$ cat config.mk
export PLATFORM = sky130hd
export DESIGN_NAME = vga_timing_gen_flat
export DESIGN_NICKNAME = d
export VERILOG_FILES = /design/src/rtl/vga_timing_pkg.sv /design/src/rtl/vga_timing_if.sv /design/src/rtl/vga_axis_counter.sv /design/src/rtl/vga_timing_gen.sv /design/src/flat_wrapper.sv
export SDC_FILE = /design/constraint.sdc
export NUM_CORES = 1
export LEC_CHECK = 0
export CAP_MARGIN = 20
export CORE_AREA = 2 2 72 74
export CTS_CLUSTER_DIAMETER = 200
export DETAILED_ROUTE_END_ITERATION = 6
export DIE_AREA = 0 0 74 76
export PLACE_DENSITY_LB_ADDON = 0.12
export SLEW_MARGIN = 25
export SYNTH_ARGS = -nofsm -noshare
export SYNTH_HDL_FRONTEND = slang
export SYNTH_SLANG_ARGS = --single-unit
$ cat constraint.sdc
create_clock -name clk -period 1.93 [get_ports clk]
set_input_delay 0.2895 -clock clk [delete_from_list [all_inputs] [get_ports clk]]
set_output_delay 0.2895 -clock clk [all_outputs]
set_load 0.01 [all_outputs]
$ cat src/rtl/vga_timing_pkg.sv
// Shared timing defaults, phase encoding and helpers for the VGA raster generator.
// Defaults describe 640x480@60 on an 800x525 raster.
package vga_timing_pkg;

    localparam int COORD_W = 10;

    localparam int H_ACTIVE = 640;
    localparam int H_FRONT  = 16;
    localparam int H_SYNC   = 96;
    localparam int H_BACK   = 48;
    localparam int H_TOTAL  = H_ACTIVE + H_FRONT + H_SYNC + H_BACK;

    localparam int V_ACTIVE = 480;
    localparam int V_FRONT  = 10;
    localparam int V_SYNC   = 2;
    localparam int V_BACK   = 33;
    localparam int V_TOTAL  = V_ACTIVE + V_FRONT + V_SYNC + V_BACK;

    typedef enum logic [1:0] {
        PH_ACT  = 2'd0,
        PH_FP   = 2'd1,
        PH_SYNC = 2'd2,
        PH_BP   = 2'd3
    } phase_t;

    function automatic logic in_range(
        input logic [COORD_W-1:0] c,
        input logic [COORD_W-1:0] lo,
        input logic [COORD_W-1:0] hi
    );
        return (c >= lo) && (c <= hi);
    endfunction

endpackage

$ cat src/rtl/vga_timing_if.sv
// Raster timing bundle from the timing generator to the line/colour renderers.
// master drives, slave observes.
interface vga_timing_if;
    import vga_timing_pkg::*;

    logic               hsync;
    logic               vsync;
    logic               active;
    logic [COORD_W-1:0] pixel_x;
    logic [COORD_W-1:0] pixel_y;
    logic               line_start;
    logic               frame_start;
    logic               pix_ce;

    modport master (
        output hsync,
        output vsync,
        output active,
        output pixel_x,
        output pixel_y,
        output line_start,
        output frame_start,
        output pix_ce
    );

    modport slave (
        input hsync,
        input vsync,
        input active,
        input pixel_x,
        input pixel_y,
        input line_start,
        input frame_start,
        input pix_ce
    );

endinterface

$ cat src/rtl/vga_axis_counter.sv
// One raster axis: wrapping position counter plus ACT/FP/SYNC/BP phase FSM.
// Used for both the horizontal and the vertical axis.
module vga_axis_counter
    import vga_timing_pkg::*;
#(
    parameter int ACTIVE = 640,
    parameter int FRONT  = 16,
    parameter int SYNC   = 96,
    parameter int BACK   = 48
) (
    input  logic               clk,
    input  logic               rst_n,
    input  logic               adv,
    output logic [COORD_W-1:0] cnt,
    output phase_t             phase,
    output logic               wrap,
    output logic               sync_hit
);

    localparam int TOTAL = ACTIVE + FRONT + SYNC + BACK;

    localparam logic [COORD_W-1:0] LAST   = COORD_W'(TOTAL - 1);
    localparam logic [COORD_W-1:0] E_ACT  = COORD_W'(ACTIVE - 1);
    localparam logic [COORD_W-1:0] E_FP   = COORD_W'(ACTIVE + FRONT - 1);
    localparam logic [COORD_W-1:0] S_LO   = COORD_W'(ACTIVE + FRONT);
    localparam logic [COORD_W-1:0] E_SYNC = COORD_W'(ACTIVE + FRONT + SYNC - 1);

    // Each phase needs at least one count or the FSM would skip it.
    if (ACTIVE < 1 || FRONT < 1 || SYNC < 1 || BACK < 1) begin : g_bad_len
        $error("vga_axis_counter: every phase must be at least 1 long");
    end

    phase_t phase_nxt;

    assign wrap     = (cnt == LAST);
    assign sync_hit = in_range(cnt, S_LO, E_SYNC);

    always_ff @(posedge clk or negedge rst_n) begin
        if (!rst_n) begin
            cnt <= '0;
        end else if (adv) begin
            cnt <= wrap ? '0 : cnt + 1'b1;
        end
    end

    always_ff @(posedge clk or negedge rst_n) begin
        if (!rst_n) begin
            phase <= PH_ACT;
        end else begin
            phase <= phase_nxt;
        end
    end

    always_comb begin
        phase_nxt = phase;
        if (adv) begin
            unique case (phase)
                PH_ACT:  if (cnt == E_ACT)  phase_nxt = PH_FP;
                PH_FP:   if (cnt == E_FP)   phase_nxt = PH_SYNC;
                PH_SYNC: if (cnt == E_SYNC) phase_nxt = PH_BP;
                PH_BP:   if (wrap)          phase_nxt = PH_ACT;
            endcase
        end
    end

endmodule

$ cat src/rtl/vga_timing_gen.sv
// VGA raster timing generator: hsync/vsync, active enable, pixel x/y, line/frame pulses.
// Define VGA_TIMING_CLKDIV_EN to run the raster at half the clk rate via pix_ce.
module vga_timing_gen
    import vga_timing_pkg::*;
#(
    parameter int   H_ACTIVE = vga_timing_pkg::H_ACTIVE,
    parameter int   H_FRONT  = vga_timing_pkg::H_FRONT,
    parameter int   H_SYNC   = vga_timing_pkg::H_SYNC,
    parameter int   H_BACK   = vga_timing_pkg::H_BACK,
    parameter int   V_ACTIVE = vga_timing_pkg::V_ACTIVE,
    parameter int   V_FRONT  = vga_timing_pkg::V_FRONT,
    parameter int   V_SYNC   = vga_timing_pkg::V_SYNC,
    parameter int   V_BACK   = vga_timing_pkg::V_BACK,
    parameter logic SYNC_POL = 1'b0
) (
    input  logic         clk,
    input  logic         rst_n,
    vga_timing_if.master vga
);

    localparam int HT = H_ACTIVE + H_FRONT + H_SYNC + H_BACK;
    localparam int VT = V_ACTIVE + V_FRONT + V_SYNC + V_BACK;

    if (HT > 1024) begin : g_bad_h
        $error("vga_timing_gen: H_TOTAL %0d exceeds 1024", HT);
    end
    if (VT > 1024) begin : g_bad_v
        $error("vga_timing_gen: V_TOTAL %0d exceeds 1024", VT);
    end

    logic ce;

`ifdef VGA_TIMING_CLKDIV_EN
    always_ff @(posedge clk or negedge rst_n) begin
        if (!rst_n) begin
            ce <= 1'b0;
        end else begin
            ce <= ~ce;
        end
    end
`else
    assign ce = 1'b1;
`endif

    logic [COORD_W-1:0] h_cnt;
    logic [COORD_W-1:0] v_cnt;
    phase_t             h_ph;
    phase_t             v_ph;
    logic               h_wrap;
    logic               h_hit;
    logic               v_hit;
    logic               v_wrap_unused;

    vga_axis_counter #(
        .ACTIVE (H_ACTIVE),
        .FRONT  (H_FRONT),
        .SYNC   (H_SYNC),
        .BACK   (H_BACK)
    ) u_h (
        .clk      (clk),
        .rst_n    (rst_n),
        .adv      (ce),
        .cnt      (h_cnt),
        .phase    (h_ph),
        .wrap     (h_wrap),
        .sync_hit (h_hit)
    );

    vga_axis_counter #(
        .ACTIVE (V_ACTIVE),
        .FRONT  (V_FRONT),
        .SYNC   (V_SYNC),
        .BACK   (V_BACK)
    ) u_v (
        .clk      (clk),
        .rst_n    (rst_n),
        .adv      (ce & h_wrap),
        .cnt      (v_cnt),
        .phase    (v_ph),
        .wrap     (v_wrap_unused),
        .sync_hit (v_hit)
    );

    logic vis;
    logic h_zero;

    assign vis    = (h_ph == PH_ACT) && (v_ph == PH_ACT);
    assign h_zero = (h_cnt == '0);

    logic               hs_q;
    logic               vs_q;
    logic               act_q;
    logic [COORD_W-1:0] x_q;
    logic [COORD_W-1:0] y_q;
    logic               ls_q;
    logic               fs_q;

    // Decode the pre-tick counter state so every output shares one latency.
    always_ff @(posedge clk or negedge rst_n) begin
        if (!rst_n) begin
            hs_q  <= ~SYNC_POL;
            vs_q  <= ~SYNC_POL;
            act_q <= 1'b0;
            x_q   <= '0;
            y_q   <= '0;
            ls_q  <= 1'b0;
            fs_q  <= 1'b0;
        end else if (ce) begin
            hs_q  <= h_hit ? SYNC_POL : ~SYNC_POL;
            vs_q  <= v_hit ? SYNC_POL : ~SYNC_POL;
            act_q <= vis;
            x_q   <= vis ? h_cnt : '0;
            y_q   <= vis ? v_cnt : '0;
            ls_q  <= h_zero;
            fs_q  <= h_zero && (v_cnt == '0);
        end
    end

    assign vga.hsync       = hs_q;
    assign vga.vsync       = vs_q;
    assign vga.active      = act_q;
    assign vga.pixel_x     = x_q;
    assign vga.pixel_y     = y_q;
    assign vga.line_start  = ls_q;
    assign vga.frame_start = fs_q;
    assign vga.pix_ce      = ce;

endmodule

$ cat src/flat_wrapper.sv
// flat-port wrapper written by rule: the top's interface ports become plain ports
module vga_timing_gen_flat import vga_timing_pkg::*;
#(
    parameter int   H_ACTIVE = vga_timing_pkg::H_ACTIVE,
    parameter int   H_FRONT  = vga_timing_pkg::H_FRONT,
    parameter int   H_SYNC   = vga_timing_pkg::H_SYNC,
    parameter int   H_BACK   = vga_timing_pkg::H_BACK,
    parameter int   V_ACTIVE = vga_timing_pkg::V_ACTIVE,
    parameter int   V_FRONT  = vga_timing_pkg::V_FRONT,
    parameter int   V_SYNC   = vga_timing_pkg::V_SYNC,
    parameter int   V_BACK   = vga_timing_pkg::V_BACK,
    parameter logic SYNC_POL = 1'b0
)
  (clk, rst_n, vga_hsync, vga_vsync, vga_active, vga_pixel_x, vga_pixel_y, vga_line_start, vga_frame_start, vga_pix_ce);
  vga_timing_if vga_i ();
  input  logic clk;
  input  logic rst_n;
  output wire logic [$bits(vga_i.hsync)-1:0] vga_hsync;
  output wire logic [$bits(vga_i.vsync)-1:0] vga_vsync;
  output wire logic [$bits(vga_i.active)-1:0] vga_active;
  output wire logic [$bits(vga_i.pixel_x)-1:0] vga_pixel_x;
  output wire logic [$bits(vga_i.pixel_y)-1:0] vga_pixel_y;
  output wire logic [$bits(vga_i.line_start)-1:0] vga_line_start;
  output wire logic [$bits(vga_i.frame_start)-1:0] vga_frame_start;
  output wire logic [$bits(vga_i.pix_ce)-1:0] vga_pix_ce;
  assign vga_hsync = vga_i.hsync;
  assign vga_vsync = vga_i.vsync;
  assign vga_active = vga_i.active;
  assign vga_pixel_x = vga_i.pixel_x;
  assign vga_pixel_y = vga_i.pixel_y;
  assign vga_line_start = vga_i.line_start;
  assign vga_frame_start = vga_i.frame_start;
  assign vga_pix_ce = vga_i.pix_ce;
  vga_timing_gen #(.H_ACTIVE(H_ACTIVE), .H_FRONT(H_FRONT), .H_SYNC(H_SYNC), .H_BACK(H_BACK), .V_ACTIVE(V_ACTIVE), .V_FRONT(V_FRONT), .V_SYNC(V_SYNC), .V_BACK(V_BACK), .SYNC_POL(SYNC_POL)) u_core (.clk(clk), .rst_n(rst_n), .vga(vga_i));
endmodule
==> impl_metrics.csv, run 1 <==
group,metric,value,unit
die,die_h,76,um
critical_path,worstSetupPathType,"flop to flop",
die,ios,28,
global_routing,grt_pass1_wl,7.47,mm
critical_path,slowest_stage,"or4_4",
routing,route.detailed.drc,0,
pwr,p_sw,0.000358,W
die,die_area,0.00562,sq mm
critical_path,r2r-end,"u_core.u_v.phase[1]$_DFFE_PN0P_",
pwr,p_seq_share,62.3,%
pwr,vdd_drop_max,0.289,mV
clock_tree,ctsRootBufferMaster,"clkbuf_8",
placed_design,portBuffers,26,
sta,slew_violations,0,
synth,ys_warn_count,0,
global_routing,grt_overflow,0,
placed_design,dp_hpwl,3.09,mm
sta,fin_crit_sh,101,%
pwr,p_int,0.00129,W
global_routing,grt.total_usage,17.1,%
routing,drt-total-wl,4.38,mm
layout,post-route-util,61.2,%
synth,async_reset_ff_share,100,%
sta,rsz0062_at_grt,"true",
layout,area_delta_synth_final,29.2,%
layout,n_antenna_cell,0,
layout,nNetsFinal,287,
pwr,combPwrFrac,1.6,%
critical_path,regToRegSetupSlack,-0.03,ns
sta,worstMarginPinSlew,0.541,ns
critical_path,crit_start,"u_core.u_v.cnt[8]$_DFFE_PN0N_",
synth,synth_cell_type_count,43,
die,initial_core_util,47.4,%
die,die_w,74,um
critical_path,slowest_delay,0.56,ns
pwr,sw_frac_of_total,21.7,%
sta,skew,0.00894,ns
sta,setup_viol,1,
die,rows,26,
critical_path,rr_startpoint,"u_core.u_v.cnt[8]$_DFFE_PN0N_",
synth,synth_nets,229,
critical_path,crit_family,"simple AND/OR/NAND/NOR gates",
critical_path,cp_cell_sequence,"or4_4, nor3_4, o211ai_2, a211oi_4, mux2_4",
placed_design,gp_congestion,0.794,
synth,synth-seq-area-share,52.8,%
synth,yosys_most_used_dff,"dfrtp_1",
placed_design,placed_cell_area,0.00287,sq mm
clock_tree,ctsHtreeMaxLevel,2,
sta,worst_slack,-0.0268,ns
routing,drtIter0Drc,83,
sta,slew_headroom,63.4,%
routing,wl_per_cell,12.8,um
routing,via_count,1706,
global_routing,antenna_found_initial,0,
critical_path,reg2regPathDepth,5,
synth,yosys.area.top_type,"dfrtp_1",
run_status,violations,"negative setup slack",
global_routing,grt_max_degree,30,
layout,design_area,0.00301,sq mm
critical_path,crit_buf_inv,0,
synth,ys_seq_elements,49,
synth,synth_edf_count,0,
pwr,power_frac_clock,36.1,%
synth,syn-instance-count,212,
critical_path,required,2.11,ns
clock_tree,clkLatencyLatePin,0.30,ns
min_path,holdCritPathClass,"input port to async pin",
routing,dr.pass1.iters,4,
sta,hold_violations,0,
clock_tree,cts_tree,"yes",
synth,syn_area,0.00233,sq mm
critical_path,critPathCaptureType,"flop",
routing,post_drt_via_cell_ratio,5.00,
global_routing,grt_pass1_vias,1609,
clock_tree,cts_made_buffers,5,
clock_tree,cts_sinks,49,
run_status,status,"complete, but fails checks",
layout,drive_above_1_share,23.2,%
routing,ant_nets,0,
die,core_area,0.00491,sq mm
clock_tree,path_clk_slew,0.09,ns
synth,synth_area_leaders,"dfrtp_1 (51%), ha_1 (8.1%), and3_1 (5.9%)",
critical_path,cp.arrival,2.14,ns
layout,nFillCells,425,
pwr,powerDensity,548,mW/mm^2
sta,fmax,0.511,GHz
critical_path,start_kind,"flop",
sta,finalCriticalPeriod,1.96,ns
synth,synth_top_area_share,50.6,%
pwr,p_leak,1.43,nW
synth,postSynthAreaPerCell,11.0,sq um
run,maxCapViolCount,0,
critical_path,critPathMaxFanout,3,
clock_tree,clockBufferDepth,2,
synth_stat cells, types with 5 or more instances:
master	instances
nand4_1	7
nand2_1	10
dfrtp_1	47
xnor2_1	5
nand3_1	11
nor2_1	16
o21ai_0	10
ha_1	15
inv_1	11
clkbuf_1	8
and3_1	22
xor2_1	6
logic make-up after synthesis:
| logic type | synth area share (%) |
|---|---|
| flip-flops | 52.8 |
| AND/OR/NAND/NOR | 21.6 |
| buffers and inverters | 4.73 |
| AO/OA/AOI/OAI | 6.02 |
| other | 0.161 |
| XOR/XNOR | 4.14 |
| multiplexers | 2.47 |
| adder cells (fa/ha/maj) | 8.07 |
placed cells by master (no fill, tap or decap), drive strengths merged, types with 2 or more instances in the layout:
cell type and count:
nand2 10, mux2 3, or4 2, nand4 7
and3 23, a21oi 2, xnor2 5, nand4b 2
inv 11, buf 38, a31oi 2, dfstp 2
o31ai 2, dfrtp 47, mux2i 2, clkdlybuf4s50 25
ha 15, xor2 6, nor2 16, and2 4
nand3 11, clkbuf 5, clkinv 3, o21ai 10
nor3 4
flip-flops by register name, summed over array words and instances, names as in the netlist:
name and cells:
u_core.vga.frame_start 1, u_core.vga.line_start 1, u_core.vga.vsync 1, u_core.vga.active 1, u_core.u_v.phase 2, u_core.vga.pixel_y 10, u_core.u_v.cnt 10, u_core.vga.pixel_x 10
u_core.u_h.cnt 10, u_core.vga.hsync 1, u_core.u_h.phase 2
power by group through the flow:
stage | clock (W) | sequential, W | combinational [W]
2_1_floorplan | 0 | 0.00105 | 0.00000235
3_3_place_gp | 0 | 0.00105 | 0.0000268
3_5_place_dp | 0 | 0.00105 | 0.0000272
4_1_cts | 0.000615 | 0.00103 | 0.0000287
5_1_grt | 0.000651 | 0.00103 | 0.0000326
6_report | 0.000594 | 0.00103 | 0.0000270
worst register-to-register path: cells and delay by family, from the launching register on:
family	cells	cell delay [ns]
mux	1	0.32
simple gates	2	0.79
compound gates	2	0.33
flops	1	0.41
repair_timing:
action,4_1_cts,5_1_grt
setup buffers,0,3
gates resized for setup,3,2
gates cloned,0,0
setup endpoints to repair,2,3
endpoints found under the hold margin,20,0
pin swaps,0,1
hold buffers,1,0
how the worst max path moves through the flow:
stage	to	slack, ns	depth (start not counted)
4_1_cts	u_core.u_v.phase[1]$_DFFE_PN0P_	-0.02	5
3_3_place_gp	u_core.u_v.phase[1]$_DFFE_PN0P_	0.05	5
2_1_floorplan	u_core.u_v.phase[1]$_DFFE_PN0P_	-0.06	6
5_1_grt	u_core.u_v.phase[1]$_DFFE_PN0P_	-0.08	5
3_5_place_dp	u_core.u_v.phase[1]$_DFFE_PN0P_	-0.01	7
6_report	u_core.u_v.phase[1]$_DFFE_PN0P_	-0.03	5
cell type report:
| type | instances | area (sq um) | share of cell area (%) |
|---|---|---|---|
| Clock inverter | 3 | 22.5 | 0.749 |
| Sequential cell | 49 | 1230 | 40.9 |
| Clock buffer | 5 | 68.8 | 2.29 |
| Tap cell | 70 | 87.6 | 2.91 |
| Multi-Input combinational cell | 139 | 1000 | 33.3 |
| Inverter | 11 | 41.3 | 1.37 |
| Timing Repair Buffer | 64 | 556 | 18.5 |
per-layer routing:
layer	global-route usage (%)	routed length [um]
met5	0	0
met1	23.2	2120
met2	27.7	2070
met3	2.78	139
met4	5.45	55
per-stage QoR:
stage	instances	total power (W)	hold WS, ns	worst slack [ns]	TNS (ns)
2_1_floorplan	212	0.00105	-0.00609	-0.0567	-0.0575
3_3_place_gp	329	0.00107	0.263	0.0546	0
3_5_place_dp	329	0.00107	0.268	-0.0129	-0.0129
4_1_cts	338	0.00167	0.486	-0.0233	-0.0233
5_1_grt	341	0.00171	0.551	-0.0820	-0.175
6_report	341	0.00165	0.484	-0.0268	-0.0268
Note: power is estimated with default switching activity, not from simulation.
==> run 2: changes to the inputs <==
--- a/config.mk
+++ b/config.mk
@@ -5,7 +5,8 @@
 export SDC_FILE = /design/constraint.sdc
 export NUM_CORES = 1
 export LEC_CHECK = 0
-export CAP_MARGIN = 20
+export ABC_CLOCK_PERIOD_IN_PS = 1930
+export CAP_MARGIN = 10
 export CORE_AREA = 2 2 72 74
 export CTS_CLUSTER_DIAMETER = 200
 export DETAILED_ROUTE_END_ITERATION = 6
==> results of run 2 <==
The final DEF is identical to that of run 1; final timing and power are the same.
